**config.mk**
```make
export PLATFORM = sky130hd
export DESIGN_NAME = decode_stage
export DESIGN_NICKNAME = d
export VERILOG_FILES = /design/src/rtl/decode_stage.sv
export SDC_FILE = /design/constraint.sdc
export NUM_CORES = 1
export LEC_CHECK = 0
export BUFFER_PORTS_ARGS = -buffer_cell sky130_fd_sc_hd__buf_2
export CAP_MARGIN = 5
export CORE_ASPECT_RATIO = 0.9
export CORE_UTILIZATION = 40
export CTS_BUF_LIST = sky130_fd_sc_hd__clkbuf_4 sky130_fd_sc_hd__clkbuf_8 sky130_fd_sc_hd__clkbuf_16
export DETAILED_ROUTE_END_ITERATION = 6
export GPL_ROUTABILITY_DRIVEN = 0
export PLACE_DENSITY_LB_ADDON = 0.1
export SYNTH_ARGS = -nofsm -noshare
export SYNTH_HDL_FRONTEND = slang
export SYNTH_SLANG_ARGS = --single-unit
```
**constraint.sdc**
```tcl
create_clock -name clk -period 20.4 [get_ports clk]
set_clock_uncertainty 0.2 [all_clocks]
set_input_delay 0 -clock clk [delete_from_list [all_inputs] [get_ports clk]]
set_output_delay 0 -clock clk [all_outputs]
set_load 0.02 [all_outputs]
```
**src/rtl/decode_stage.sv**
```systemverilog
// Registered RV32I/RV64I decode stage with optional M-extension decode and a
// 2-entry skid buffer so fetch and execute both run at full rate under backpressure.
module decode_stage #(
    parameter  int XLEN = 32,
    parameter  int EN_M = 0,
    localparam int OP_W = (EN_M != 0) ? 45 : 37
) (
    input  logic              clk,
    input  logic              rst,
    input  logic              flush,
    input  logic              in_valid,
    output logic              in_ready,
    input  logic [31:0]       in_instr,
    input  logic [XLEN-1:0]   in_pc,
    output logic              out_valid,
    input  logic              out_ready,
    output logic [XLEN-1:0]   out_pc,
    output logic [4:0]        out_rd,
    output logic [4:0]        out_rs1,
    output logic [4:0]        out_rs2,
    output logic              out_rd_valid,
    output logic              out_rs1_valid,
    output logic              out_rs2_valid,
    output logic              out_imm_valid,
    output logic [XLEN-1:0]   out_imm,
    output logic [OP_W-1:0]   out_op,
    output logic              out_illegal
);

    localparam logic [6:0] OPC_R      = 7'b0110011;
    localparam logic [6:0] OPC_IALU   = 7'b0010011;
    localparam logic [6:0] OPC_LOAD   = 7'b0000011;
    localparam logic [6:0] OPC_JALR   = 7'b1100111;
    localparam logic [6:0] OPC_STORE  = 7'b0100011;
    localparam logic [6:0] OPC_BRANCH = 7'b1100011;
    localparam logic [6:0] OPC_LUI    = 7'b0110111;
    localparam logic [6:0] OPC_AUIPC  = 7'b0010111;
    localparam logic [6:0] OPC_JAL    = 7'b1101111;

    typedef struct packed {
        logic [XLEN-1:0] pc;
        logic [4:0]      rd;
        logic [4:0]      rs1;
        logic [4:0]      rs2;
        logic            rd_v;
        logic            rs1_v;
        logic            rs2_v;
        logic            imm_v;
        logic [XLEN-1:0] imm;
        logic [OP_W-1:0] op;
        logic            illegal;
    } dec_t;

    typedef enum logic [1:0] {EMPTY, ONE, TWO} state_e;

    logic [6:0]        opc;
    logic [2:0]        f3;
    logic [6:0]        f7;
    logic [36:0]       base_op;
    logic [OP_W-1:0]   dec_op;
    logic              is_r, is_i, is_s, is_b, is_u, is_j;
    logic              dec_ill;
    logic signed [31:0] imm32;
    dec_t              dec;

    assign opc = in_instr[6:0];
    assign f3  = in_instr[14:12];
    assign f7  = in_instr[31:25];

    always_comb begin
        base_op = '0;
        case (opc)
            OPC_R: begin
                if (f7 == 7'h00) begin
                    case (f3)
                        3'd0: base_op[0] = 1'b1;
                        3'd1: base_op[5] = 1'b1;
                        3'd2: base_op[8] = 1'b1;
                        3'd3: base_op[9] = 1'b1;
                        3'd4: base_op[2] = 1'b1;
                        3'd5: base_op[6] = 1'b1;
                        3'd6: base_op[3] = 1'b1;
                        default: base_op[4] = 1'b1;
                    endcase
                end else if (f7 == 7'h20) begin
                    if (f3 == 3'd0) base_op[1] = 1'b1;
                    if (f3 == 3'd5) base_op[7] = 1'b1;
                end
            end
            OPC_IALU: begin
                case (f3)
                    3'd0: base_op[10] = 1'b1;
                    3'd1: base_op[14] = (f7 == 7'h00);
                    3'd2: base_op[17] = 1'b1;
                    3'd3: base_op[18] = 1'b1;
                    3'd4: base_op[11] = 1'b1;
                    3'd5: begin
                        base_op[15] = (f7 == 7'h00);
                        base_op[16] = (f7 == 7'h20);
                    end
                    3'd6: base_op[12] = 1'b1;
                    default: base_op[13] = 1'b1;
                endcase
            end
            OPC_LOAD: begin
                case (f3)
                    3'd0: base_op[19] = 1'b1;
                    3'd1: base_op[20] = 1'b1;
                    3'd2: base_op[21] = 1'b1;
                    3'd4: base_op[22] = 1'b1;
                    3'd5: base_op[23] = 1'b1;
                    default: ;
                endcase
            end
            OPC_STORE: begin
                case (f3)
                    3'd0: base_op[24] = 1'b1;
                    3'd1: base_op[25] = 1'b1;
                    3'd2: base_op[26] = 1'b1;
                    default: ;
                endcase
            end
            OPC_BRANCH: begin
                case (f3)
                    3'd0: base_op[27] = 1'b1;
                    3'd1: base_op[28] = 1'b1;
                    3'd4: base_op[29] = 1'b1;
                    3'd5: base_op[30] = 1'b1;
                    3'd6: base_op[31] = 1'b1;
                    3'd7: base_op[32] = 1'b1;
                    default: ;
                endcase
            end
            OPC_JAL:   base_op[33] = 1'b1;
            OPC_JALR:  base_op[34] = (f3 == 3'd0);
            OPC_LUI:   base_op[35] = 1'b1;
            OPC_AUIPC: base_op[36] = 1'b1;
            default: ;
        endcase
    end

    // M ops sit above the base map and only exist when the extension is built in
    if (EN_M != 0) begin : g_m
        logic [7:0] m_op;
        always_comb begin
            m_op = '0;
            if (opc == OPC_R && f7 == 7'h01) m_op[f3] = 1'b1;
        end
        assign dec_op = {m_op, base_op};
    end else begin : g_no_m
        assign dec_op = base_op;
    end

    always_comb begin
        is_r    = (opc == OPC_R);
        is_i    = (opc == OPC_IALU) || (opc == OPC_LOAD) || (opc == OPC_JALR);
        is_s    = (opc == OPC_STORE);
        is_b    = (opc == OPC_BRANCH);
        is_u    = (opc == OPC_LUI) || (opc == OPC_AUIPC);
        is_j    = (opc == OPC_JAL);
        dec_ill = ~|dec_op;

        if (is_i)      imm32 = {{20{in_instr[31]}}, in_instr[31:20]};
        else if (is_s) imm32 = {{20{in_instr[31]}}, in_instr[31:25], in_instr[11:7]};
        else if (is_b) imm32 = {{19{in_instr[31]}}, in_instr[31], in_instr[7],
                                in_instr[30:25], in_instr[11:8], 1'b0};
        else if (is_u) imm32 = {in_instr[31:12], 12'b0};
        else if (is_j) imm32 = {{11{in_instr[31]}}, in_instr[31], in_instr[19:12],
                                in_instr[20], in_instr[30:21], 1'b0};
        else           imm32 = '0;

        dec.pc      = in_pc;
        dec.rd      = in_instr[11:7];
        dec.rs1     = in_instr[19:15];
        dec.rs2     = in_instr[24:20];
        dec.rd_v    = (is_r | is_i | is_u | is_j) & ~dec_ill;
        dec.rs1_v   = (is_r | is_i | is_s | is_b) & ~dec_ill;
        dec.rs2_v   = (is_r | is_s | is_b) & ~dec_ill;
        dec.imm_v   = ~is_r & ~dec_ill;
        dec.imm     = (dec_ill | is_r) ? '0 : XLEN'(imm32);
        dec.op      = dec_op;
        dec.illegal = dec_ill;
    end

    state_e state_q, state_d;
    dec_t   out_q, out_d, skid_q, skid_d;
    logic   in_ready_q;
    logic   in_xfer, out_xfer;

    assign in_xfer  = in_valid & in_ready_q;
    assign out_xfer = (state_q != EMPTY) & out_ready;

    always_ff @(posedge clk or posedge rst) begin
        if (rst) begin
            state_q    <= EMPTY;
            in_ready_q <= 1'b1;
            out_q      <= '0;
            skid_q     <= '0;
        end else begin
            state_q    <= state_d;
            in_ready_q <= (state_d != TWO);
            out_q      <= out_d;
            skid_q     <= skid_d;
        end
    end

    // Flush beats every transfer; TWO never sees an input because in_ready is low there
    always_comb begin
        state_d = state_q;
        out_d   = out_q;
        skid_d  = skid_q;
        if (flush) begin
            state_d = EMPTY;
            out_d   = '0;
            skid_d  = '0;
        end else begin
            case (state_q)
                EMPTY: begin
                    if (in_xfer) begin
                        state_d = ONE;
                        out_d   = dec;
                    end
                end
                ONE: begin
                    if (in_xfer && !out_xfer) begin
                        state_d = TWO;
                        skid_d  = dec;
                    end else if (in_xfer) begin
                        out_d = dec;
                    end else if (out_xfer) begin
                        state_d = EMPTY;
                    end
                end
                TWO: begin
                    if (out_xfer) begin
                        state_d = ONE;
                        out_d   = skid_q;
                    end
                end
                default: state_d = EMPTY;
            endcase
        end
    end

    always_comb begin
        out_valid     = (state_q != EMPTY);
        in_ready      = in_ready_q;
        out_pc        = out_q.pc;
        out_rd        = out_q.rd;
        out_rs1       = out_q.rs1;
        out_rs2       = out_q.rs2;
        out_rd_valid  = out_q.rd_v;
        out_rs1_valid = out_q.rs1_v;
        out_rs2_valid = out_q.rs2_v;
        out_imm_valid = out_q.imm_v;
        out_imm       = out_q.imm;
        out_op        = out_q.op;
        out_illegal   = out_q.illegal;
    end

endmodule

```
# Yosys cells after proc, flatten, opt, wreduce, memory -nomap -nowiden
# Index checks and enable logic that the tools add are counted.
# op_classes
n_eq_ne,22
n_mux,48
bitwise,15
reduce_logical,17
# ops
cell,n
two-way mux 121 bit,7
one-hot mux 121 bit (3 select lines),1
two-way mux 32 bit,6
OR reduction 37 bit,1
== test 7 x 6 -> 1 bit (second input constant),4
== test 7 bit (second input constant),3
two-way mux 1 bit,19
two-way mux 2 bit,8
== test 7 x 5 -> 1 bit (second input constant),2
== test 3 bit (second input constant),4
two-way mux 10 bit,1
two-way mux 5 bit,2
two-way mux 9 bit,1
OR 1 bit,8
== test 7 x 2 -> 1 bit (second input constant),1
logical NOT 7 bit,1
OR reduction 7 bit,1
AND 1 bit,6
== test 3 x 2 -> 1 bit (second input constant),2
two-way mux 6 bit,1
inequality test 3 bit (second input constant),2
one-hot mux 2 bit (3 select lines),1
nonzero test 2 bit,3
nonzero test 4 bit,1
13 further kinds,16
# word_totals
ff_bits,245
inputBits,69
elab_cells,126

# Depth between registers and ports, before layout
# depth
ltp_word,13
ltp_mapped,10

# Worst setup path after synthesis
# OpenSTA, ideal clock, no wires.
# synth_path
kind,reg-to-reg
startpoint,reg in_ready_q (netlist: in_ready)
endpoint,reg out_q (netlist bit out_imm[0])
t_arrival_ns,1.910
required_ns,20.117
slack_ns,18.207
path_stages_with_launch,7
n_path_buf,1
synth_period_minus_slack_ns,2.193
cell_sequence,dfstp_2 nand2_1 o31ai_2 nor3b_2 clkbuf_1 a22oi_1 o21ai_0
# synth_between
elab_chain_cells,5
word_cells_on_any_way,8
cone_classes,eq/ne: 1; mux: 4; bitwise: 1; reduce/logical: 2
# synth_rtl
element,line_no,text
start: declaration,187,logic in_ready_q;
start signal: assignment,201,in_ready_q <= (state_d != TWO);
AND 1 bit (*),190,assign in_xfer = in_valid & in_ready_q;
two-way mux 121 bit (2 in a row),--,
one-hot mux 121 bit (3 select lines),--,
two-way mux 121 bit,--,
end signal: assignment,202,out_q <= out_d;
end: declaration,186,"dec_t out_q, out_d, skid_q, skid_d;"
# Mark *: on every way between the ends. The rest lies on a longest branch, timed or not. The select of a mux whose other input is x is not followed.
# A chain may end at the register's enable or synchronous reset.

# Worst setup path after layout
# layout_path
startpoint,reg state_q[1]
endpoint,reg out_q (netlist bit out_op[14])
# layout_between
elab_chain_cells,6
word_cells_on_any_way,13
cone_classes,eq/ne: 4; mux: 2; bitwise: 1; reduce/logical: 6
# layout_rtl
element,line_no,text
start: declaration,185,"state_e state_q, state_d;"
start signal: assignment,200,state_q <= state_d;
nonzero test 2 bit,191,assign out_xfer = (state_q != EMPTY) & out_ready;
AND 1 bit,191,
logical NOT 1 bit,225,if (in_xfer && !out_xfer) begin
logical AND 1 bit,225,
inequality test 3 bit (no line),--,
AND reduction 3 bit (no line),--,
# Parallel ways exist; a longest one is shown, timed or not.

==> flow_summary.ini <==
[final_layout]
nFillCells = 2687
final_nets = 1524
final_common_cell = nand2_1
multi_input_area_um2 = 4600
seqCellArea_um2 = 6130
syn_to_final_growth_pct = 26.5
final_cell_mix = nand2_1 (291), dfrtp_1 (244), buf_2 (190), nor2_1 (141), dlygate4sd3_1 (90)
fin_cells = 1831
drive_above_1_share = 0.190
diodes = 0
design_area_um2 = 14100

[sta]
rsz0062_at_grt = no
slew-limit-headroom = 0.197
fin_crit_sh = 0.180
fmax_mhz = 273
tns_ps = 0
period_needed_ps = 3670
slew_viol_final = 0
worstMarginPinSlew_ps = 1200
worst_slack_ps = 16730
setup_viol = 0
hold_violations = 0

[global_routing]
grtUsageMet2 = 0.377
grt_pass1_vias = 9779
grt-ovfl-total = 0
met3_usage = 0.0395
top_usage_layer = met2
grtUsageMet1 = 0.351
grt_max_degree = 116
antenna_found_initial = 0
grt_pass1_wl_mm = 54.8
grt_use_total = 0.241

[die]
core_um2 = 27200
rows = 57
io_pins = 192
die_w_um = 178
start_util = 0.410
die-area_um2 = 28600
die_y_um = 161

[place]
place_area_um2 = 12300
dpl.cell_count = 1689
portBuffers = 191
dpl_worst_slack_ps = 16800
place_hpwl_mm = 19.9

[power]
p_sw_frac = 0.267
power_density_nw_per_um2 = 83.3
leakage_nw = 6.41
power_switching_w = 0.000314
pwr-share-seq = 0.438
peakVddDrop_v = 0.0000660
clkPwrFrac = 0.436
comb_power_share = 0.126
p_int_w = 0.000864

[clock_tree]
cts_tree = done
clk_path_buf_depth = 3
cts-root-buf = clkbuf_16
cts.sinks = 245
cts_buffers = 28
clk_latency_ps = 540
path_clk_slew_ps = 60
cts_setup_buffers = 0
htreeDepth = 1

[yosys]
yosys.area.top_type = dfrtp_1
ys_types = 59
synth_edf_count = 0
synth_area_per_cell_um2 = 9.03
syn_area_um2 = 11200
synth-async-reset-ratio = 1.00
synth_top_area_frac = 0.546
synth.net_count = 1307
synth_flop_cell = dfrtp_1
ys_seq_area_frac = 0.549
synthCells = 1238
yosysWarnings = 0
yosys-top-cells-area = dfrtp_1 (55%), nand2_1 (9.8%), nor2_1 (4.8%)
ys_ff_latch = 245

[worst_setup_path]
critical_path_required_ps = 20580
critPathLaunchType = flip-flop
rrSetupSlack_ps = 16730
cp_top_family = buffers and inverters
crit_path_cell_trace = nor2b_4 -> o21ai_0 -> o31ai_4 -> buf_4 -> buf_4 -> o311ai_0 -> o21ai_0 -> nor2_1
path_buf_inv = 2
slowest_delay_ps = 920
path_max_fanout = 115
cp_slowest_cell = buf_4
arrival_ps = 3850
crit_type = reg -> reg
cp-end-kind = flip-flop

[route]
route.detailed.drc = 0
first_pass_iters = 6
wirelength_mm = 34.0
wl_per_cell_um = 18.6
drtIter0Drc = 741
routed_via_density = 5.43
vias = 9938
postRouteAntennaNets = 0

[outcome]
status = complete, no violations

[worst_hold_path]
hp-class = in -> reg

[flow_run]
drv_cap = 0
==> worst min-delay path, stage by stage <==
cell and delay [ps]:
dlygate4sd3_1 530, buf_2 130, nand2_1 50, a21oi_1 50
==> power groups by stage <==
| stage | clock network [W] | registers (W) | logic, W |
|---|---|---|---|
| 6_report | 0.000513 | 0.000516 | 0.000148 |
| 5_1_grt | 0.000546 | 0.000519 | 0.000164 |
| 4_1_cts | 0.000526 | 0.000516 | 0.000149 |
| 3_5_place_dp | 0 | 0.000525 | 0.000137 |
| 3_3_place_gp | 0 | 0.000525 | 0.000136 |
| 2_1_floorplan | 0 | 0.000544 | 0.0000666 |
==> final timing paths <==
path                            cells past startpoint                 endpoint              startpoint
max in group asynchronous                           5  out_imm[15]$_DFFE_PP0P_                     rst
worst min register to register                      2   skid_q[28]$_DFFE_PP0P_  skid_q[28]$_DFFE_PP0P_
worst min-delay path                                4  skid_q[110]$_DFFE_PP0P_               in_pc[21]
min in group asynchronous                           4   out_op[19]$_DFFE_PP0P_                     rst
worst max register to register                      8   out_op[14]$_DFFE_PP0P_    state_q[1]$_DFF_PP0_
worst max-delay path                                8   out_op[14]$_DFFE_PP0P_    state_q[1]$_DFF_PP0_
==> cells by family after synthesis <==
family,count (synthesis),synth area share
AO/OA/AOI/OAI,335,0.200
buffers and inverters,116,0.0430
AND/OR/NAND/NOR,540,0.207
XOR/XNOR,2,0.00157
flip-flops,245,0.549
==> cells in the mapped netlist, types with 9 or more instances <==
cell type and count:
nand4_1 12, a22oi_1 54, nand2_1 292, nor3_1 15, a211oi_1 18, clkbuf_1 95, nor2_1 143, buf_2 9
dfrtp_1 244, a22o_1 10, a21oi_1 81, o21ai_0 72, a311oi_1 61, nand3_1 25
==> metal layers <==
layer,up-vias,wire [um]
met5,-,0
met3,37,2000
li1,4772,-
met2,274,15600
met1,4855,15800
met4,0,621
==> through the flow <==
stage / power, W / hold slack [ps] / util
global route: 0.00123 / 52.8 / 0.519
global placement: 0.000661 / -13.1 / 0.451
floorplan: 0.000610 / -69.3 / -
CTS: 0.00119 / 29.7 / 0.519
finish: 0.00118 / 51.9 / 0.519
detailed placement: 0.000662 / -7.49 / 0.451
==> repair_timing <==
item | in CTS | in global routing
resized for setup | 0 | 0
endpoints found under the setup margin | 0 | 0
hold buffers | 90 | 0
endpoints found under the hold margin | 326 | 0
==> final cells by class <==
class / count / area share
sequential: 245 / 0.434
multi-input combinational: 877 / 0.325
timing repair buffer: 297 / 0.140
clock buffer: 45 / 0.0629
tap: 354 / 0.0313
clock inverter: 7 / 0.00451
inverter: 6 / 0.00212
==> state kept, by name, summed over array words and instances, names as in the netlist, 2 cells and up <==
name and count:
out_rs2 5, out_pc 32, out_imm 32, skid_q 121, out_op 37, state_q 2, out_rs1 5, out_rd 5
Note: power is estimated with default switching activity, not from simulation.
